===== src/rtl/fd_m_seq_ctrl_if.sv =====
// Ratio configuration handshake between a host and the divide-by-M sequencer.
// cfg_err is a one-cycle report that a zero ratio was offered and discarded.
interface fd_m_seq_ctrl_if #(
    parameter int CNT_W = 2
);
    logic             cfg_valid;
    logic [CNT_W-1:0] cfg_m;
    logic             cfg_ready;
    logic             cfg_err;

    modport master (
        output cfg_valid,
        output cfg_m,
        input  cfg_ready,
        input  cfg_err
    );

    modport slave (
        input  cfg_valid,
        input  cfg_m,
        output cfg_ready,
        output cfg_err
    );
endinterface


===== src/rtl/fd_m_seq_ctrl.sv =====
// Divide-by-M feedback divider sequencer: phase counter, glitch-free ratio updates at
// period boundaries, and a stable flag after SETTLE_PER whole periods.
module fd_m_seq_ctrl #(
    parameter int CNT_W      = 2,
    parameter int DEFAULT_M  = 2,
    parameter int SETTLE_PER = 2
) (
    input  logic                 clk_ext,
    input  logic                 rst,
    input  logic                 enable,
    fd_m_seq_ctrl_if.slave       cfg,
    output logic [CNT_W-1:0]     M,
    output logic [CNT_W-1:0]     M_counter,
    output logic                 wrap,
    output logic                 stable
);
    localparam int SW = (SETTLE_PER > 1) ? $clog2(SETTLE_PER) : 1;
    localparam logic [SW-1:0]    SETTLE_LAST = SW'(SETTLE_PER - 1);
    localparam logic [CNT_W-1:0] ONE         = CNT_W'(1);
    localparam logic [CNT_W-1:0] M_RST       = CNT_W'(DEFAULT_M);

    typedef enum logic [1:0] {IDLE, SETTLE, RUN, PEND} state_e;

    state_e           state_q, state_d;
    logic [CNT_W-1:0] m_q, m_d;
    logic [CNT_W-1:0] cnt_q, cnt_d;
    logic [CNT_W-1:0] shadow_q, shadow_d;
    logic [SW-1:0]    settle_q, settle_d;
    logic             stable_q, stable_d;
    logic             err_q, err_d;

    logic             xfer, legal, change;

    assign cfg.cfg_ready = (state_q != PEND);
    assign cfg.cfg_err   = err_q;
    assign M             = m_q;
    assign M_counter     = cnt_q;
    assign stable        = stable_q;
    assign wrap          = (state_q != IDLE) && (cnt_q == (m_q - ONE));

    assign xfer   = cfg.cfg_valid && cfg.cfg_ready;
    assign legal  = xfer && (cfg.cfg_m != '0);
    assign change = legal && (cfg.cfg_m != m_q);

    always_ff @(posedge clk_ext) begin
        if (rst) begin
            state_q  <= IDLE;
            m_q      <= M_RST;
            cnt_q    <= '0;
            shadow_q <= '0;
            settle_q <= '0;
            stable_q <= 1'b0;
            err_q    <= 1'b0;
        end else begin
            state_q  <= state_d;
            m_q      <= m_d;
            cnt_q    <= cnt_d;
            shadow_q <= shadow_d;
            settle_q <= settle_d;
            stable_q <= stable_d;
            err_q    <= err_d;
        end
    end

    always_comb begin
        state_d  = state_q;
        m_d      = m_q;
        cnt_d    = cnt_q;
        shadow_d = shadow_q;
        settle_d = settle_q;
        stable_d = stable_q;
        err_d    = xfer && (cfg.cfg_m == '0);

        if (state_q == IDLE) begin
            cnt_d    = '0;
            stable_d = 1'b0;
            if (legal) m_d = cfg.cfg_m;
            if (enable) begin
                state_d  = SETTLE;
                settle_d = '0;
            end
        end else begin
            cnt_d = wrap ? '0 : cnt_q + ONE;
            if (!enable) begin
                // Leaving for IDLE still honours whatever ratio was already accepted.
                state_d  = IDLE;
                cnt_d    = '0;
                stable_d = 1'b0;
                if (state_q == PEND) m_d = shadow_q;
                else if (legal)      m_d = cfg.cfg_m;
            end else if (state_q == PEND) begin
                if (wrap) begin
                    m_d      = shadow_q;
                    cnt_d    = '0;
                    settle_d = '0;
                    stable_d = 1'b0;
                    state_d  = SETTLE;
                end
            end else if (change && wrap) begin
                // Boundary already here: apply directly, no PEND detour.
                m_d      = cfg.cfg_m;
                cnt_d    = '0;
                settle_d = '0;
                stable_d = 1'b0;
                state_d  = SETTLE;
            end else if (change) begin
                shadow_d = cfg.cfg_m;
                state_d  = PEND;
            end else if (state_q == SETTLE && wrap) begin
                if (settle_q == SETTLE_LAST) begin
                    state_d  = RUN;
                    stable_d = 1'b1;
                end else begin
                    settle_d = settle_q + SW'(1);
                end
            end
        end
    end
endmodule


===== src/flat_wrapper.sv =====
// flat-port wrapper written by rule: the top's interface ports become plain ports
module fd_m_seq_ctrl_flat 
#(
    parameter int CNT_W      = 2,
    parameter int DEFAULT_M  = 2,
    parameter int SETTLE_PER = 2
)
  (clk_ext, rst, enable, M, M_counter, wrap, stable, cfg_cfg_valid, cfg_cfg_m, cfg_cfg_ready, cfg_cfg_err);
  fd_m_seq_ctrl_if #(.CNT_W(CNT_W)) cfg_i ();
  input  logic clk_ext;
  input  logic rst;
  input  logic enable;
  output logic [CNT_W-1:0] M;
  output logic [CNT_W-1:0] M_counter;
  output logic wrap;
  output logic stable;
  input wire logic [$bits(cfg_i.cfg_valid)-1:0] cfg_cfg_valid;
  input wire logic [$bits(cfg_i.cfg_m)-1:0] cfg_cfg_m;
  output wire logic [$bits(cfg_i.cfg_ready)-1:0] cfg_cfg_ready;
  output wire logic [$bits(cfg_i.cfg_err)-1:0] cfg_cfg_err;
  assign cfg_i.cfg_valid = cfg_cfg_valid;
  assign cfg_i.cfg_m = cfg_cfg_m;
  assign cfg_cfg_ready = cfg_i.cfg_ready;
  assign cfg_cfg_err = cfg_i.cfg_err;
  fd_m_seq_ctrl #(.CNT_W(CNT_W), .DEFAULT_M(DEFAULT_M), .SETTLE_PER(SETTLE_PER)) u_core (.clk_ext(clk_ext), .rst(rst), .enable(enable), .cfg(cfg_i), .M(M), .M_counter(M_counter), .wrap(wrap), .stable(stable));
endmodule

===== config.mk =====
export PLATFORM = sky130hd
export DESIGN_NAME = fd_m_seq_ctrl_flat
export DESIGN_NICKNAME = d
export VERILOG_FILES = /design/src/rtl/fd_m_seq_ctrl_if.sv /design/src/rtl/fd_m_seq_ctrl.sv /design/src/flat_wrapper.sv
export SDC_FILE = /design/constraint.sdc
export NUM_CORES = 1
export LEC_CHECK = 0
export ABC_AREA = 0
export BUFFER_PORTS_ARGS = -buffer_cell sky130_fd_sc_hd__buf_2
export CAP_MARGIN = 20
export CORE_MARGIN = 5
export CORE_UTILIZATION = 50
export DETAILED_ROUTE_END_ITERATION = 10
export PLACE_DENSITY = 0.74
export SLEW_MARGIN = 10
export SYNTH_ARGS = -nofsm -noshare
export SYNTH_HDL_FRONTEND = slang
export SYNTH_SLANG_ARGS = --single-unit

===== constraint.sdc =====
create_clock -name clk_ext -period 1.8 [get_ports clk_ext]
set_input_delay 0.18 -clock clk_ext [delete_from_list [all_inputs] [get_ports clk_ext]]
set_output_delay 0.18 -clock clk_ext [all_outputs]
set_load 0.01 [all_outputs]

; ---- After elaboration in Yosys (flattened, before gate mapping)
; Index checks and enable logic that the tools add are counted.
[op_classes]
multipliers = 0
mux = 34
n_reduce_logical = 20
n_bitwise = 4
n_lt_le_gt_ge = 0
add_sub_neg = 3
n_shift = 0
div_mod_pow = 0
eq_ne = 14
[op_table]
columns = operator, n
row1 = 2-to-1 mux 2 bit, 20
row2 = 2-to-1 mux 1 bit, 14
row3 = "inequality test 6 x 1 -> 1 bit, second input constant", 2
row4 = AND reduction 4 bit, 3
row5 = logical AND 1 bit, 7
row6 = nonzero test 3 bit, 2
row7 = AND reduction 5 bit, 1
row8 = zero test 2 bit, 2
row9 = "inequality test 2 bit, second input constant", 2
row10 = "inequality test 4 x 1 -> 1 bit, second input constant", 1
row11 = "inequality test 4 x 2 -> 1 bit, second input constant", 1
row12 = "inequality test 4 bit, second input constant", 1
row13 = inverter 1 bit, 4
row14 = nonzero test 2 bit, 2
row15 = nonzero test 4 bit, 1
row16 = "inequality test 3 x 1 -> 1 bit, second input constant", 1
row17 = "inequality test 3 bit, second input constant", 1
row18 = OR reduction 3 bit, 1
row19 = "adder 2 x 1 -> 2 bit, second input constant", 1
row20 = "== test 2 x 1 -> 1 bit, second input constant", 1
row21 = == test 2 bit, 1
row22 = "== test 2 bit, second input constant", 1
row23 = "inequality test 2 x 1 -> 1 bit, second input constant", 1
row24 = inequality test 2 bit, 1
row25 = 3 further kinds, 3
[word_totals]
in_bits = 6
out_inout_bits = 8
ram_bits = 0
elab_cells = 82
mem_count = 0
latch_bits = 0
mem_bits_ro = 0
regBits = 11

; ---- Depth between registers and ports, before layout
; Gate-level depths: netlist of the first run.
[logic_depth]
ltp_word = 10
mapped_depth = 8
mapped_depth_nobuf = 7

; ---- Worst setup path before layout of the first run
; No wires, ideal clock.
[synth_path]
path_type = reg2reg
start = reg u_core.state_q[0]
end = reg u_core.state_q[1]
setup_time_ns = 0.119
path_slack_ns = -0.007
t_required_ns = 1.681
path_stages_with_launch = 9
path_buffers = 1
synth_period_minus_slack_ns = 1.807
arrival_time_ns = 1.688
cell_sequence = dfxtp_1 inv_1 ha_1 clkbuf_1 nor2b_1 nand2_1 a311oi_1 a211oi_2 o221a_1
[synth_between]
elab_chain_cells = 9
elab_cells_between_ends = 21
classes_between = 7 x eq/ne / 5 x mux / 9 x reduce/logical
[synth_lines]
columns = element, line_no
row1 = start: declaration, fd_m_seq_ctrl.sv:24  ; state_e state_q, state_d;
row2 = start signal: assignment, fd_m_seq_ctrl.sv:55  ; state_q <= state_d;
row3 = inequality test 2 bit, fd_m_seq_ctrl.sv:34  ; assign cfg.cfg_ready = (state_q != PEND);
row4 = logical AND 1 bit, fd_m_seq_ctrl.sv:41  ; assign xfer = cfg.cfg_valid && cfg.cfg_ready;
row5 = logical AND 1 bit, fd_m_seq_ctrl.sv:42  ; assign legal = xfer && (cfg.cfg_m != '0);
row6 = logical AND 1 bit, fd_m_seq_ctrl.sv:43  ; assign change = legal && (cfg.cfg_m != m_q);
row7 = 2-to-1 mux 2 bit / logical AND 1 bit (equally long branches), "fd_m_seq_ctrl.sv:106, fd_m_seq_ctrl.sv:99"
row8 = 2-to-1 mux 2 bit, fd_m_seq_ctrl.sv:99  ; end else if (change && wrap) begin
row9 = 2-to-1 mux 2 bit, fd_m_seq_ctrl.sv:91  ; end else if (state_q == PEND) begin
row10 = 2-to-1 mux 2 bit, fd_m_seq_ctrl.sv:84  ; if (!enable) begin
row11 = 2-to-1 mux 2 bit, fd_m_seq_ctrl.sv:74  ; if (state_q == IDLE) begin
; Parallel ways exist; a longest one is shown, timed or not.
; A chain may end at the register's enable or synchronous reset.

; ---- Worst setup path in the final report of the first run
; Ends and elaborated chain as after synthesis.

==> flow_metrics.env, run 1 <==
export IMPL_outcome="finished clean"
export IMPL_synthDominantCellAreaShare=0.239
export IMPL_vias=991
export IMPL_ys_ff_latch=11
export IMPL_rows=15
export IMPL_cts_tree="built"
export IMPL_slew_headroom=0.723
export IMPL_antenna_found_initial=0
export IMPL_ys_top_cells_by_area="dfxtp_1, ha_1, nand2_1"
export IMPL_fin_skew_ps=2.53
export IMPL_netlist_area_um2=921
export IMPL_io_pins=14
export IMPL_cp_required_ps=1970
export IMPL_viasPerCell=6.04
export IMPL_cp_start_kind="flip-flop"
export IMPL_start_util=0.528
export IMPL_track_usage=0.201
export IMPL_die_h_um=52.9
export IMPL_nets=150
export IMPL_core_um2=1750
export IMPL_yosysWarnings=0
export IMPL_clkSlewWorstSetupHoldPaths_ps=80
export IMPL_ys_seq_area_frac=0.239
export IMPL_globalplace_congestion=0.888
export IMPL_drv_cap=0
export IMPL_hold_violations=0
export IMPL_worstSetupPathType="flip-flop to flip-flop"
export IMPL_hpwl_um=1810
export IMPL_drive_gt1_frac=0.424
export IMPL_max_vdd_ir_drop_v=0.000833
export IMPL_grt_overflow=0
export IMPL_cts_num_sinks=11
export IMPL_p_total_uw=1580
export IMPL_post_place_cells=156
export IMPL_n_antenna_cell=0
export IMPL_min_period_over_period=0.951
export IMPL_ys_types=43
export IMPL_port_buffers=13
export IMPL_h_tree_depth=1
export IMPL_synthesis_nets=121
export IMPL_worstMarginPinSlew_ps=412
export IMPL_syn_to_final_growth_pct=37.2
export IMPL_antenna_left=0
export IMPL_drc=0
export IMPL_leakagePower_uw=0.000520
export IMPL_wl_per_cell_um=16.3
export IMPL_cts_buffer_depth=2
export IMPL_dieArea_um2=2800
export IMPL_first_pass_iters=4
export IMPL_hp_class="primary input to flip-flop"
export IMPL_top_layer="met4"
export IMPL_slew_viol_final=0
export IMPL_postSynthCellCount=111
export IMPL_crit_arrival_ps=1880
export IMPL_critPathMaxFanout=5
export IMPL_grt_pass1_vias=900
export IMPL_avgSynthCellArea_um2=8.30
export IMPL_clock_fmax_ghz=0.584
export IMPL_die_x_um=52.9
export IMPL_post_route_min_period_ps=1710
export IMPL_met2_length_um=1230
export IMPL_cts_buffers=3
export IMPL_finalSetupViolCount=0
export IMPL_clock_root_buffer="clkbuf_4"
export IMPL_utilization=0.724
export IMPL_p_per_area_nw_per_um2=1250
export IMPL_drtIter0Drc=59
export IMPL_m1WireLength_um=1170
export IMPL_grt_first_pass_wirelength_um=4190
export IMPL_yosys_area_top_type="dfxtp_1"
export IMPL_wl_um=2670
export IMPL_wl_met3_um=217
export IMPL_endpoint_kind="flip-flop"
export IMPL_clkLatencyLatePin_ps=280
export IMPL_fin_cells=164
export IMPL_grt_max_degree=11
-- cells in the final DEF (no fill, tap or decap), types with 3 or more instances in the layout --
cell type	netlist	routed
nor2_1	6	6
mux2i_1	4	3
nand2_1	11	10
buf_2	3	13
buf_4	0	17
clkbuf_4	0	3
a2111oi_4	1	3
dfxtp_2	0	3
a21oi_1	6	6
nor2b_2	0	3
dfxtp_1	11	8
nand2b_1	4	3
nor4_1	3	3
inv_1	9	8
-- kinds of logic after synthesis --
| kind of cell | synth area share |
|---|---|
| flops | 0.239 |
| xor+xnor | 0.0272 |
| simple gates | 0.219 |
| buf+inv | 0.0869 |
| compound gates | 0.314 |
| mux | 0.0598 |
| fa+ha+maj | 0.0543 |
-- cell usage after synthesis, drive strengths merged --
cell,instances
or2,1
buf,5
dfxtp,11
a311oi,2
xnor2,2
nor3b,3
nor4,3
o31ai,1
a21o,2
mux2,1
o221a,1
o32ai,1
a21oi,6
a31oi,2
a32o,1
inv,9
o311a,1
a2bb2oi,1
nand2b,5
o21ai,4
nand3b,2
clkbuf,2
o211ai,1
o2bb2ai,1
o311ai,1
nor3,1
ha,4
a22o,1
nor2,6
nand2,11
a211o,1
a2111oi,3
a21boi,1
mux2i,4
a211oi,5
nor2b,5
-- worst max-delay path: stages, from the launching register on --
cell and delay, ps:
dfxtp_2 360, inv_1 70, ha_4 200, buf_12 140, nor2b_2 150, nor2b_1 70
a211oi_2 300, a211oi_4 70, o221a_1 250
-- through the flow --
stage | TNS [ps] | cell area (µm²) | setup slack, ps | hold slack [ps]
after global routing | -32.8 | 1260 | -29.9 | 157
after detailed placement | -22.9 | 1080 | -15.0 | 438
after CTS | 0 | 1130 | 9.22 | 155
after global placement | -15.4 | 1080 | -15.4 | 434
final | 0 | 1260 | 87.6 | 147
after floorplan | 0 | 923 | 22.6 | 252
-- where the power goes --
group / internal [µW] / switching, µW / total (µW)
logic: 511 / 514 / 1020
clock network: 86.1 / 95.3 / 181
registers: 298 / 74.8 / 373
total: 895 / 684 / 1580
-- area by class of cell --
class	count	area, µm²
well taps	25	31.3
flip-flops and latches	11	224
fillers	138	482
repair buffers	31	213
inverters	9	33.8
multi-input cells	84	736
clock buffers	4	26.3
-- path summary, 6_finish.rpt --
check / from / endpoint / slack (ps) / depth (start not counted)
worst max-delay path: u_core.state_q[0] / u_core.state_q[1] / 90 / 8
worst min-delay path: cfg_cfg_m[1] / u_core.cfg.cfg_err / 150 / 2
worst max register to register: u_core.state_q[0] / u_core.state_q[1] / 90 / 8
worst min register to register: u_core.state_q[0] / u_core.state_q[0] / 490 / 2
-- per-layer routing --
layer  global-route usage  vias to the layer above
met5                    0                        -
met2                0.326                       50
met4               0.0851                        0
li1                     -                      465
met3               0.0479                       11
met1                0.252                      465
-- flip-flops by register name, summed over array words and instances (netlist names) --
signal,flops
u_core.M_counter,2
u_core.state_q,2
u_core.cfg.cfg_err,1
u_core.shadow_q,2
u_core.settle_q,1
u_core.M,2
u_core.stable,1
-- timing repair --
action | CTS | global route
hold buffers | 0 | 0
pin swaps | 2 | 5
endpoints found under the setup margin | 6 | 8
gates resized for setup | 6 | 20
buffers inserted | 1 | 3
Power figures use the tool's default switching activity.
==> run 2: changes to the inputs <==
--- a/config.mk
+++ b/config.mk
@@ -5,13 +5,14 @@
 export SDC_FILE = /design/constraint.sdc
 export NUM_CORES = 1
 export LEC_CHECK = 0
-export ABC_AREA = 0
+export ABC_AREA = 1
+export ABC_CLOCK_PERIOD_IN_PS = 1800
 export BUFFER_PORTS_ARGS = -buffer_cell sky130_fd_sc_hd__buf_2
 export CAP_MARGIN = 20
 export CORE_MARGIN = 5
-export CORE_UTILIZATION = 50
+export CORE_UTILIZATION = 48
 export DETAILED_ROUTE_END_ITERATION = 10
-export PLACE_DENSITY = 0.74
+export PLACE_DENSITY = 0.73
 export SLEW_MARGIN = 10
 export SYNTH_ARGS = -nofsm -noshare
 export SYNTH_HDL_FRONTEND = slang
==> run 2 against run 1 <==
Net effect:
- sequential cell count stayed put
- critical path type unchanged
- core utilization is 13 points lower
- highest routed layer unchanged
- via count is 15% lower
- non-clock buffer count is 16 lower
- critical endpoint is now u_core.state_q[0]
==> flow_metrics.env, run 2 <==
export IMPL_outcome="finished clean"
export IMPL_worstHoldStart="rst"
export IMPL_hpwl_um=1480
export IMPL_drtIter0Drc=29
export IMPL_synth_edff_count=0
export IMPL_drv_cap=0
export IMPL_io_pins=14
export IMPL_yosys_area_top_type="dfxtp_1"
export IMPL_synth_common_cells="nand2_1, inv_1, nor2_1"
export IMPL_syn_to_final_growth_pct=15.5
export IMPL_cp_start_kind="flip-flop"
export IMPL_ys_seq_area_frac=0.273
export IMPL_ys_ff_latch=11
export IMPL_cp_required_ps=1980
export IMPL_worst_path_buf_inv=0
export IMPL_timing_rr_end="u_core.state_q[0]"
export IMPL_rrSetupSlack_ps=170
export IMPL_layout_commonest_cell="nand2_1"
export IMPL_antenna_found_initial=0
export IMPL_yosysWarnings=0
export IMPL_cts_tree="built"
export IMPL_wl_um=1910
export IMPL_synthMuxAreaShare=0
export IMPL_viasPerCell=5.24
export IMPL_worstHoldEndpoint="u_core.cfg.cfg_err"
export IMPL_ys_top_cells_by_area="dfxtp_1, nand2_1, inv_1"
export IMPL_path_common_cell="nand2_2"
export IMPL_synthSimpleGateAreaFrac=0.395
export IMPL_rsz0062_at_grt="false"
export IMPL_nets=156
export IMPL_clkLatencyLatePin_ps=280
export IMPL_port_buffers=13
export IMPL_netlist_area_um2=807
export IMPL_fin_skew_ps=0.509
export IMPL_ys_types=23
export IMPL_synth_main_ff_cell="dfxtp_1"
export IMPL_rows=14
export IMPL_async_flop_share=0
export IMPL_cts_num_sinks=11
export IMPL_synthAdderAreaFrac=0.0620
export IMPL_clkSlewWorstSetupHoldPaths_ps=70
export IMPL_fill_cells=153
export IMPL_worstMarginPinSlew_ps=308
export IMPL_timing_hold_ws_ps=92.1
export IMPL_n_antenna_cell=0
export IMPL_synthesis_nets=137
export IMPL_vias=844
export IMPL_grt_overflow=0
export IMPL_r2r_start="u_core.state_q[0]"
export IMPL_die_x_um=51.0
export IMPL_hp_class="primary input to flip-flop"
export IMPL_post_route_min_period_ps=1630
export IMPL_grt_max_degree=10
export IMPL_antenna_left=0
export IMPL_drc=0
export IMPL_fin_ws_ps=171
export IMPL_clock_fmax_ghz=0.614
export IMPL_avgSynthCellArea_um2=6.35
export IMPL_reg2regPathDepth=9
export IMPL_crit_arrival_ps=1810
export IMPL_grt_pass1_vias=711
export IMPL_cpPeakStageDelay_ps=340
export IMPL_h_tree_depth=1
export IMPL_grt_first_pass_wirelength_um=3060
export IMPL_ctsHoldBuffers=0
export IMPL_min_path_cells=2
export IMPL_synth_xor_area_share=0.0217
export IMPL_cts_buffers=3
export IMPL_synth_compound_area_frac=0.149
export IMPL_cp_slowest_cell="dfxtp_1"
export IMPL_die_h_um=51.0
export IMPL_p_per_area_nw_per_um2=1320
export IMPL_cp_top_family="simple AND/OR/NAND/NOR gates"
export IMPL_setup_tns_ps=0
export IMPL_cts_buffer_depth=2
export IMPL_hold_violations=0
export IMPL_worstSetupPathType="flip-flop to flip-flop"
export IMPL_critPathMaxFanout=5
export IMPL_track_usage=0.157
export IMPL_drive_gt1_frac=0.234
export IMPL_max_vdd_ir_drop_v=0.000616
export IMPL_postSynthCellCount=127
export IMPL_mostFrequentLayoutCells="nand2_1, inv_1, buf_2, nor2_1, dfxtp_1"
export IMPL_endpoint_kind="flip-flop"
export IMPL_wl_per_cell_um=11.8
export IMPL_synth_most_common_cell="nand2_1"
export IMPL_start_util=0.518
export IMPL_slew_headroom=0.793
export IMPL_slew_viol_final=0
export IMPL_leakagePower_uw=0.000466
export IMPL_synth_top_family_by_area="simple AND/OR/NAND/NOR gates"
export IMPL_synthDominantCellAreaShare=0.273
export IMPL_dieArea_um2=2600
export IMPL_clock_root_buffer="clkbuf_4"
export IMPL_globalplace_congestion=0.825
export IMPL_cp_cell_sequence="ha_1 > nor2_2 > o21ai_2 > a21oi_4 > nand2_2 > nand3_1 > nand2_2 > a21oi_1 > nor2_1"
export IMPL_first_pass_iters=4
export IMPL_place_ws_ps=160
export IMPL_core_um2=1560
export IMPL_finalSetupViolCount=0
export IMPL_min_period_over_period=0.905
[run 2: cell types whose count changed after synthesis, sizes merged, moves of 4 or more]
cell	previous run	this run
a211oi	5	0
buf	5	0
nand3	0	10
o21ai	4	10
nand2b	5	0
inv	9	20
nor2b	5	0
mux2i	4	0
nand2	11	36
nor2	6	16
[run 2: power by group]
part / internal (µW) / switching [µW] / total (µW)
Sequential: 298 / 61.4 / 359
Clock: 86.2 / 92.4 / 179
Combinational: 261 / 433 / 695
Total: 645 / 587 / 1230
[run 2: cell type report]
type	count	area, µm²	share of cell area
Clock buffer	4	26.3	0.0282
Inverter	20	75.1	0.0805
Multi-Input combinational cell	95	510	0.548
Sequential cell	11	220	0.236
Tap cell	16	20.0	0.0215
Timing Repair Buffer	15	80.1	0.0859
[run 2: routing by layer]
metal  vias up  wire [µm]  GRT usage
met4         0         57     0.0987
li1        442          -          -
met5         -          0          0
met3         8        109     0.0262
met2        31        896      0.251
met1       363        841      0.195
[run 2: worst max-delay path by stage]
| stage | startpoint | endpoint | slack, ps | depth (start not counted) |
|---|---|---|---|---|
| after floorplan | u_core.state_q[0] | u_core.state_q[0] | 230 | 9 |
| after global placement | u_core.state_q[0] | u_core.state_q[0] | 180 | 9 |
| after detailed placement | u_core.state_q[0] | u_core.state_q[0] | 160 | 9 |
| after CTS | u_core.state_q[0] | u_core.state_q[0] | 160 | 9 |
| after global routing | u_core.state_q[0] | u_core.M[0] | 8 | 9 |
| final | u_core.state_q[0] | u_core.state_q[0] | 170 | 9 |
[run 2: kinds of logic (layout without fill, tap and decap cells)]
logic type / after synthesis / after routing
buffers and inverters: 21 / 39
AO/OA/AOI/OAI: 21 / 21
AND/OR/NAND/NOR: 68 / 68
XOR/XNOR: 2 / 2
adder cells (fa/ha/maj): 4 / 4
flip-flops: 11 / 11
[run 2: repair_timing]
item / CTS / global route
endpoints found under the setup margin: 0 / 2
setup buffers: 0 / 0
resized for setup: 0 / 1
[run 2: stage by stage]
step           utilization  cells  area [µm²]  total power (µW)
3_3_place_gp         0.579    157         902              1040
5_1_grt              0.598    161         932              1340
2_1_floorplan            -    127         807               881
3_5_place_dp         0.579    157         902              1050
6_report             0.598    161         932              1230
4_1_cts              0.596    161         928              1230
==> run 3: changes to the inputs <==
==> constraint.sdc (replaced) <==
create_clock -name clk_ext -period 1.8 [get_ports clk_ext]
set_input_delay 0.18 -clock clk_ext [delete_from_list [all_inputs] [get_ports clk_ext]]
set_output_delay 0.18 -clock clk_ext [all_outputs]
set_load 0.1 [all_outputs]
==> run 3 against run 2 <==
Net effect:
- critical path depth fell by 4
- total power rose by 23%
- first-iteration DRC count rose by 10%
- core utilization rose by 2.9 points
- sequential share of layout area rose by 0.45 points
- non-clock buffer count did not move
- routed wire length fell by 3.7%
- combinational power rose by 39%
- fmax fell by 3.9%
- cell count did not move
- worst hold slack improved by 7.1 ps
- critical endpoint is now wrap
==> flow_metrics.env, run 3 (same netlist as run 2, synthesis figures left out) <==
export IMPL_outcome="finished clean"
export IMPL_max_vdd_ir_drop_v=0.000895
export IMPL_wl_per_cell_um=11.4
export IMPL_h_tree_depth=1
export IMPL_post_place_cells=157
export IMPL_port_buffers=13
export IMPL_clock_root_buffer="clkbuf_4"
export IMPL_hpwl_um=1500
export IMPL_drtIter0Drc=32
export IMPL_core_um2=1560
export IMPL_rows=14
export IMPL_slew_headroom=0.679
export IMPL_regArea_um2=235
export IMPL_slew_viol_final=0
export IMPL_grt_pass1_vias=724
export IMPL_die_x_um=51.0
export IMPL_track_usage=0.156
export IMPL_clkSlewWorstSetupHoldPaths_ps=70
export IMPL_n_antenna_cell=0
export IMPL_viasPerCell=5.19
export IMPL_mostFrequentLayoutCells="nand2_1, inv_1, nor2_1, buf_2"
export IMPL_cp_start_kind="flip-flop"
export IMPL_die_h_um=51.0
export IMPL_finalSetupViolCount=0
export IMPL_layout_commonest_cell="nand2_1"
export IMPL_fill_cells=160
export IMPL_grt_max_degree=10
export IMPL_grt_overflow=0
export IMPL_worstSetupPathType="flip-flop to primary output"
export IMPL_clock_fmax_ghz=0.590
export IMPL_nets=156
export IMPL_multi_input_area_um2=526
export IMPL_hold_violations=0
export IMPL_crit_arrival_ps=1520
export IMPL_worstMarginPinSlew_ps=485
export IMPL_drv_cap=0
export IMPL_post_route_min_period_ps=1700
export IMPL_drive_gt1_frac=0.290
export IMPL_antenna_found_initial=0
export IMPL_start_util=0.518
export IMPL_globalplace_congestion=0.857
export IMPL_antenna_left=0
export IMPL_p_total_uw=1520
export IMPL_syn_to_final_growth_pct=21.1
export IMPL_io_pins=14
export IMPL_endpoint_kind="primary output"
export IMPL_drc=0
export IMPL_rsz0062_at_grt="false"
export IMPL_p_per_area_nw_per_um2=1550
export IMPL_first_pass_iters=4
export IMPL_hp_class="primary input to flip-flop"
export IMPL_dieArea_um2=2600
export IMPL_utilization=0.627
export IMPL_cts_tree="built"
export IMPL_fin_cells=161
export IMPL_cts_buffers=3
export IMPL_cp_required_ps=1620
export IMPL_vias=836
export IMPL_min_period_over_period=0.942
export IMPL_cts_num_sinks=11
export IMPL_wl_um=1840
export IMPL_clkLatencyLatePin_ps=280
export IMPL_leakagePower_uw=0.000471
export IMPL_fin_skew_ps=0.943
export IMPL_grt_first_pass_wirelength_um=3080
export IMPL_critPathMaxFanout=5
export IMPL_cts_buffer_depth=2
[run 3: cell counts in the layout (fill, tap and decap cells not counted)]
Identical to the previous run, type by type.
[run 3: final cells by class]
cell class	count	share of cell area
flip-flops and latches	11	0.241
multi-input cells	95	0.538
repair buffers	15	0.0973
well taps	16	0.0205
inverters	20	0.0768
clock buffers	4	0.0269
[run 3: per-layer routing]
layer,up-vias,wire [µm],GRT usage,share of wire
met5,-,0,0,0
met4,0,32,0.0673,0.017
met3,2,96,0.0262,0.052
met2,21,850,0.262,0.46
met1,369,855,0.196,0.47
li1,444,-,-,-
[run 3: per-stage QoR]
| stage | instance area, µm² | worst slack [ps] | hold slack [ps] | TNS, ps |
|---|---|---|---|---|
| 2_1_floorplan | 830 | -219 | 255 | -941 |
| 3_3_place_gp | 940 | 128 | 387 | 0 |
| 3_5_place_dp | 940 | 75.0 | 389 | 0 |
| 4_1_cts | 966 | 71.1 | 91.9 | 0 |
| 5_1_grt | 977 | 24.7 | 104 | 0 |
| 6_report | 977 | 105 | 99.2 | 0 |
[run 3: final timing paths]
| kind | slack [ps] | start | depth (start not counted) | end |
|---|---|---|---|---|
| worst min register to register | 440 | u_core.shadow_q[1] | 2 | u_core.shadow_q[1] |
| worst max register to register | 210 | u_core.state_q[0] | 12 | u_core.state_q[0] |
| worst min-delay path | 100 | rst | 2 | u_core.cfg.cfg_err |
| worst max-delay path | 100 | u_core.state_q[0] | 5 | wrap |
[run 3: what timing repair did]
action / 4_1_cts / 5_1_grt
hold buffers: 0 / 0
buffers inserted: 0 / 0
resized for setup: 0 / 3
setup endpoints to repair: 0 / 6
[run 3: worst max-delay path: stages, from the launching register on]
cell     delay (ps)
dfxtp_1         410
inv_1            80
ha_1            220
buf_4           160
nor2_4          170
buf_12          200
[run 3: where the power goes]
| group | switching [µW] | internal [µW] | leakage, µW |
|---|---|---|---|
| logic | 664 | 303 | 0.000364 |
| registers | 66.4 | 309 | 0.0000922 |
| clock network | 87.9 | 86.1 | 0.0000150 |
